`config.mk`:
```
export PLATFORM = sky130hd
export DESIGN_NAME = conv_layer_sequencer
export DESIGN_NICKNAME = d
export VERILOG_FILES = /design/src/rtl/conv_layer_sequencer.sv
export SDC_FILE = /design/constraint.sdc
export NUM_CORES = 1
export LEC_CHECK = 0
export ABC_AREA = 1
export CAP_MARGIN = 20
export CORE_ASPECT_RATIO = 0.6
export CORE_UTILIZATION = 50
export CTS_BUF_LIST = sky130_fd_sc_hd__clkbuf_8
export DETAILED_ROUTE_END_ITERATION = 10
export GPL_TIMING_DRIVEN = 0
export MAX_ROUTING_LAYER = met4
export PLACE_DENSITY = 0.72
export SKIP_LAST_GASP = 1
export SLEW_MARGIN = 25
export SYNTH_ARGS = -nofsm -noshare
export SYNTH_HDL_FRONTEND = slang
export SYNTH_SLANG_ARGS = --single-unit
```
`constraint.sdc`:
```
create_clock -name clk -period 5.16 [get_ports clk]
set_clock_uncertainty 0.1 [all_clocks]
set_input_delay 0.516 -clock clk [delete_from_list [all_inputs] [get_ports clk]]
set_output_delay 0.516 -clock clk [all_outputs]
set_load 0.05 [all_outputs]
```
`src/rtl/conv_layer_sequencer.sv`:
```
// Steps a shared conv1d engine through a programmable layer list for one OFDM frame.
// Each layer gets one ISSUE cycle (start pulse) and then RUN until eng_done; a watchdog or abort forces the exit.
module conv_layer_sequencer #(
  parameter int NUM_LAYERS = 4,
  parameter int WADDR_W    = 12,
  parameter int BADDR_W    = 8,
  parameter int TIMEOUT    = 4096
) (
  input  logic                              clk,
  input  logic                              rst_n,
  input  logic                              cfg_we,
  input  logic [$clog2(NUM_LAYERS)-1:0]     cfg_addr,
  input  logic [WADDR_W-1:0]                cfg_wbase,
  input  logic [BADDR_W-1:0]                cfg_bbase,
  input  logic                              cfg_act,
  input  logic                              cfg_nl_we,
  input  logic [$clog2(NUM_LAYERS+1)-1:0]   cfg_nl,
  input  logic                              start,
  input  logic                              abort,
  output logic                              eng_start,
  input  logic                              eng_busy,
  input  logic                              eng_done,
  output logic [$clog2(NUM_LAYERS)-1:0]     layer_idx,
  output logic [WADDR_W-1:0]                w_base,
  output logic [BADDR_W-1:0]                b_base,
  output logic                              act_en,
  output logic                              rd_buf_sel,
  output logic                              wr_buf_sel,
  output logic                              result_buf,
  output logic                              busy,
  output logic                              done,
  output logic                              timeout_err
);
  localparam int LW = $clog2(NUM_LAYERS);
  localparam int CW = $clog2(NUM_LAYERS + 1);
  localparam int TW = $clog2(TIMEOUT + 1);

  localparam logic [2:0] S_IDLE  = 3'd0;
  localparam logic [2:0] S_ISSUE = 3'd1;
  localparam logic [2:0] S_RUN   = 3'd2;
  localparam logic [2:0] S_DONE  = 3'd3;
  localparam logic [2:0] S_ERR   = 3'd4;

  logic [2:0]         state;
  logic [WADDR_W-1:0] wtab [NUM_LAYERS];
  logic [BADDR_W-1:0] btab [NUM_LAYERS];
  logic               atab [NUM_LAYERS];
  logic [CW-1:0]      count;
  logic [TW-1:0]      wdog;

  logic [LW-1:0] idx_nxt;
  logic          last_layer;
  logic [CW-1:0] nl_clamped;
  logic [TW-1:0] wdog_inc;
  logic          timeout_hit;

  always_comb begin
    idx_nxt     = layer_idx + LW'(1);
    last_layer  = (CW'(layer_idx) + CW'(1)) >= count;
    nl_clamped  = (cfg_nl > CW'(NUM_LAYERS)) ? CW'(NUM_LAYERS) : cfg_nl;
    wdog_inc    = wdog + TW'(1);
    timeout_hit = (wdog_inc == TW'(TIMEOUT - 1));
  end

  always_ff @(posedge clk) begin
    if (!rst_n) begin
      state       <= S_IDLE;
      count       <= '0;
      wdog        <= '0;
      eng_start   <= 1'b0;
      layer_idx   <= '0;
      w_base      <= '0;
      b_base      <= '0;
      act_en      <= 1'b0;
      rd_buf_sel  <= 1'b0;
      wr_buf_sel  <= 1'b0;
      result_buf  <= 1'b0;
      busy        <= 1'b0;
      done        <= 1'b0;
      timeout_err <= 1'b0;
      for (int i = 0; i < NUM_LAYERS; i++) begin
        wtab[i] <= '0;
        btab[i] <= '0;
        atab[i] <= 1'b0;
      end
    end else begin
      eng_start <= 1'b0;
      done      <= 1'b0;
      // The engine itself keeps running after abort; only the sequencer unwinds.
      if (abort) begin
        state       <= S_IDLE;
        layer_idx   <= '0;
        busy        <= 1'b0;
        timeout_err <= 1'b0;
      end else begin
        case (state)
          S_IDLE: begin
            if (cfg_we) begin
              wtab[cfg_addr] <= cfg_wbase;
              btab[cfg_addr] <= cfg_bbase;
              atab[cfg_addr] <= cfg_act;
            end
            if (cfg_nl_we) count <= nl_clamped;
            if (start && !eng_busy) begin
              if (count == '0) begin
                state <= S_DONE;
                done  <= 1'b1;
              end else begin
                state      <= S_ISSUE;
                eng_start  <= 1'b1;
                busy       <= 1'b1;
                layer_idx  <= '0;
                w_base     <= wtab[0];
                b_base     <= btab[0];
                act_en     <= atab[0];
                rd_buf_sel <= 1'b0;
                wr_buf_sel <= 1'b1;
              end
            end
          end
          S_ISSUE: begin
            state <= S_RUN;
            wdog  <= '0;
          end
          S_RUN: begin
            wdog <= wdog_inc;
            if (eng_done) begin
              if (last_layer) begin
                result_buf <= wr_buf_sel;
                state      <= S_DONE;
                done       <= 1'b1;
                busy       <= 1'b0;
              end else begin
                layer_idx  <= idx_nxt;
                w_base     <= wtab[idx_nxt];
                b_base     <= btab[idx_nxt];
                act_en     <= atab[idx_nxt];
                rd_buf_sel <= idx_nxt[0];
                wr_buf_sel <= ~idx_nxt[0];
                eng_start  <= 1'b1;
                state      <= S_ISSUE;
              end
            end else if (timeout_hit) begin
              state       <= S_ERR;
              timeout_err <= 1'b1;
              busy        <= 1'b0;
            end
          end
          S_DONE:  state <= S_IDLE;
          S_ERR:   state <= S_ERR;
          default: state <= S_IDLE;
        endcase
      end
    end
  end
endmodule

```
Word-level counts from Yosys, hierarchy flattened. Memory sizes are Yosys's and may differ from the RTL's. Index checks and enable logic that the tools add are counted.

Register bits: 49. Memories: 3. Bits of input ports: 34. Bits in writable memories: 84.

Memories: wtab (depth 4, bits a word 12, rd ports 2, clocked after Yosys merged registers in 0, wr ports 4, RTL line 45) `logic [WADDR_W-1:0] wtab [NUM_LAYERS];`; btab (depth 4, bits a word 8, rd ports 2, clocked after Yosys merged registers in 0, wr ports 4, RTL line 46) `logic [BADDR_W-1:0] btab [NUM_LAYERS];`; atab (depth 4, bits a word 1, rd ports 2, clocked after Yosys merged registers in 0, wr ports 4, RTL line 47) `logic atab [NUM_LAYERS];`.

Order comparisons: 2. Bitwise logic cells: 4. Multiplexer cells: 67. Reductions and logical operators: 18. Eq/ne operators: 10. $add $sub $neg: 3.

Operators with widths (number): $mux W12 (5); $mux W8 (5); $mux W1 (33); $pmux W13 S2 (1); $pmux W12 S2 (1); $mux W2 (9); $pmux W8 S2 (1); $add A13 B1 Y13 const B (1); $eq A13 B12 Y1 const B (1); $mux W3 (4); $pmux W1 S2 (6); $pmux W3 S4 (1); $reduce_or A12 Y1 (1); $reduce_and A5 Y1 (2); $ne A2 B2 Y1 const B (4); $reduce_or A8 Y1 (1); $logic_not A3 Y1 (2); $ne A3 B3 Y1 const B (2); $reduce_and A3 Y1 (2); $reduce_and A6 Y1 (1); $not A1 Y1 (4); $pmux W2 S2 (1); $reduce_and A2 Y1 (2); $reduce_and A4 Y1 (1); 12 further kinds (13).

Longest topological paths before layout. Gate-level depths: netlist of the first run.

Depth in word-level cells: 7. Gate-level depth with buffers: 14.

Worst setup path after synthesis of the first run. No wires, ideal clock.

Path type: flip-flop to flip-flop. From: register state[0]. To: memory atab[3], enable pin. Slack: 1.677 ns. Data arrival time: 2.924 ns. Library setup time: 0.459 ns. Path buffers: 0. Cell stages (with the launch flop): 6. Cell sequence: dfxtp_1 -> inv_2 -> nand2_4 -> nor2_2 -> nand2_1 -> o41ai_1.

RTL lines: start, declared (RTL line 44) `logic [2:0] state;`; start signal, assigned (RTL line 67) `state <= S_IDLE;`; start signal, assigned (RTL line 91) `state <= S_IDLE;`; start signal, assigned (RTL line 106) `state <= S_DONE;`; end, declared (RTL line 47).

==> results.tsv, run 1 <==
metric	value	unit
status	complete, no violations	
critPathMaxFanout	20	
syn_avg_cell_area	9.11	um^2
finalNonFillerCells	909	
fin_nets	776	
synth_nets	690	
drc	0	
finalWirelength	15300	um
synthDistinctLibCells	38	
leakage	2.74	nW
cpPeakStageDelay	0.81	ns
route.antenna.remaining_nets	0	
grtUsageMet2	39.0	%
crit_buf_inv	5	
vias	4970	
yosysMostFrequentCell	nor2_1	
yosys.area.top_type	edfxtp_1	
synth_area_leaders	edfxtp_1 41%, dfxtp_1 18%, nor2_1 8.1%, a21oi_1 5.5%, nand2_1 5.4%	
cts_tree	yes	
clockBufferDepth	2	
netlist_instances	650	
use_met3	4.25	%
path_cells	clkdlybuf4s50_1 > inv_2 > nor2_1 > inv_2 > nor2_1 > inv_2 > nor2_1 > nand2_1 > buf_2 > nand2_1	
grt-ovfl-total	0	
async_reset_ff_share	0	%
antenna_cells	0	
port_buffers	63	
critPathRequiredTime	5.12	ns
die-area	12300	um^2
crit_slowest_cell	nand2_1	
fin_crit_sh	65.9	%
max_freq	0.294	GHz
endpoint_kind	flop	
final_max_slew_viol_count	0	
antenna_found_initial	0	
syn_to_final_growth	21.4	%
synth_common_cells	128 x nor2_1, 85 x nand2_1, 81 x edfxtp_1, 65 x a21oi_1	
dp_hpwl	10600	um
relSlewSlack	28.4	%
grt_pass1_wl	24100	um
cts_hold_buf	0	
final_util	63.0	%
core_area	11400	um^2
seqCellArea	3470	um^2
irDropWorstVdd	212	uV
synth_top_area_share	41.1	%
num_rows	30	
power.density	330	nW/um^2
die_height	86.3	um
drv_cap	0	
track_usage	27.2	%
dp.cells	877	
synth_edf_count	81	
viasPerCell	5.47	
rsz0062_at_grt	false	
h-tree-depth	4	
grt_util_met1	38.7	%
drt_iter0_drc	591	
finalHoldViolCount	0	
hold_class	reg -> reg	
total_power	2.37	mW
seq_area_frac_synth	58.7	%
synthFlopType	edfxtp_1	
crit_type	in -> reg	
gp_congestion	0.885	
synth-seq-cells	133	
setup-violations-final	0	
cts_resized	0	
start_util	51.9	%
fin_crit	3.40	ns
ys_warn_count	0	
drive_gt1_share	10.9	%
post_cts_buffers	0	
grt_max_degree	21	
fillers	961	
first_global_vias	4569	
drt-pass1-iter-count	5	
root_buffer	clkbuf_8	
critPathLaunchType	input port	
syn-cell-area	5920	um^2
clock_sinks	133	
top_usage_layer	met2	
path_clk_slew	0.08	ns
tightestPinTransition	1.07	ns
die_x	142	um
cpLargestDelayFamily	simple AND/OR/NAND/NOR gates	
pin_count	64	
routedWlPerCell	16.9	um
numCtsBuffers	17	
crit_arrival	3.36	ns
clock_latency	0.45	ns
multi_input_area	2090	um^2
## cell usage in the layout, fill, tap and decap left out, types with 9 or more instances in the layout
cell / netlist / layout
o21ai_0: 52 / 52
buf_2: 7 / 11
nand3_1: 24 / 24
a21oi_1: 65 / 65
o21ai_1: 19 / 19
inv_1: 51 / 54
a21oi_2: 16 / 16
clkbuf_8: 0 / 20
clkdlybuf4s50_1: 0 / 63
nor2_1: 128 / 128
nand2_1: 85 / 84
inv_2: 9 / 9
dfxtp_1: 52 / 52
clkbuf_1: 16 / 16
edfxtp_1: 81 / 81
## power by group
group	leakage, nW	total, mW	internal (mW)	switching, mW
registers	1.26	1.19	1.17	0.0186
clock network	0.227	0.909	0.508	0.401
logic	1.25	0.274	0.0872	0.187
total	2.74	2.37	1.77	0.606
## logic make-up (layout without fill, tap and decap cells)
logic type | count (synthesis) | count (layout) | synth area share [%]
buf+inv | 89 | 188 | 6.17
flops | 133 | 133 | 58.7
compound gates | 162 | 162 | 15.1
fa+ha+maj | 6 | 6 | 1.27
simple gates | 259 | 259 | 18.6
xor+xnor | 1 | 1 | 0.148
## state kept, by name, summed over array words and instances, names as in the netlist
register	flops
wtab	48
b_base	8
result_buf	1
btab	32
atab	4
busy	1
timeout_err	1
eng_start	1
layer_idx	2
wr_buf_sel	1
count	3
state	3
act_en	1
rd_buf_sel	1
wdog	13
w_base	12
done	1
## path summary, 6_finish.rpt
| path | endpoint | slack [ns] | depth (start not counted) | startpoint |
|---|---|---|---|---|
| min | result_buf$_SDFFE_PN0P_ | 0.35 | 2 | result_buf$_SDFFE_PN0P_ |
| max | wtab[0][1]$_SDFFCE_PN0P_ | 1.76 | 10 | rst_n |
| min reg2reg | result_buf$_SDFFE_PN0P_ | 0.35 | 2 | result_buf$_SDFFE_PN0P_ |
| max reg2reg | wtab[0][1]$_SDFFCE_PN0P_ | 2.08 | 10 | state[0]$_SDFFE_PP0P_ |
## area by class of cell
class,count,area share (%)
sequential,133,48.3
multi-input combinational,428,29.1
timing repair buffer,67,9.05
clock buffer,20,3.83
inverter,60,3.13
tap,160,2.78
buffer,29,1.95
clock inverter,12,1.86
## metal layers
layer	vias up	part of all wire, %
li1	2361	-
met1	2354	46
met2	230	44
met3	25	8.3
met4	0	1.8
met5	-	0
## worst reg2reg max path, stage by stage (launching register included)
cell and delay, ns:
dfxtp_1 0.34, inv_2 0.07, nand2_4 0.08, nor2_2 0.21, nand2_1 0.14, nor2_1 0.18
inv_2 0.12, nor2_1 0.16, nand2_1 0.21, buf_2 0.26, nand2_1 0.81
## stage by stage
| stage | setup TNS (ns) | setup slack (ns) | hold WS [ns] | area, um^2 |
|---|---|---|---|---|
| 2_1_floorplan | 0 | 1.68 | 0.351 | 5920 |
| 3_3_place_gp | -6.05 | -0.290 | 0.333 | 6750 |
| 3_5_place_dp | 0 | 1.42 | 0.340 | 6780 |
| 4_1_cts | 0 | 1.84 | 0.351 | 7190 |
| 5_1_grt | 0 | 1.61 | 0.374 | 7190 |
| 6_report | 0 | 1.76 | 0.348 | 7190 |
Note: power is estimated with default switching activity, not from simulation.
==> run 2: changes to the inputs <==
==> constraint.sdc (replaced) <==
create_clock -name clk -period 3.5 [get_ports clk]
set_clock_uncertainty 0.1 [all_clocks]
set_input_delay 0.35 -clock clk [delete_from_list [all_inputs] [get_ports clk]]
set_output_delay 0.35 -clock clk [all_outputs]
set_load 0.05 [all_outputs]
==> results of run 2 <==
Same layout as run 1 (identical final DEF). Status: complete, no violations.
Main changes from that run: setup slack after placement 1.42 ns -> -0.0746 ns; setup slack after layout 1.76 ns -> 0.266 ns; hold slack 0.348 ns -> 0.346 ns; register-to-register setup slack 2.08 ns -> 0.42 ns; end point of the worst hold path result_buf$_SDFFE_PN0P_ -> count[0]$_SDFFE_PN0P_; total power 2.37 mW -> 3.50 mW; worst IR drop on VDD 212 uV -> 313 uV
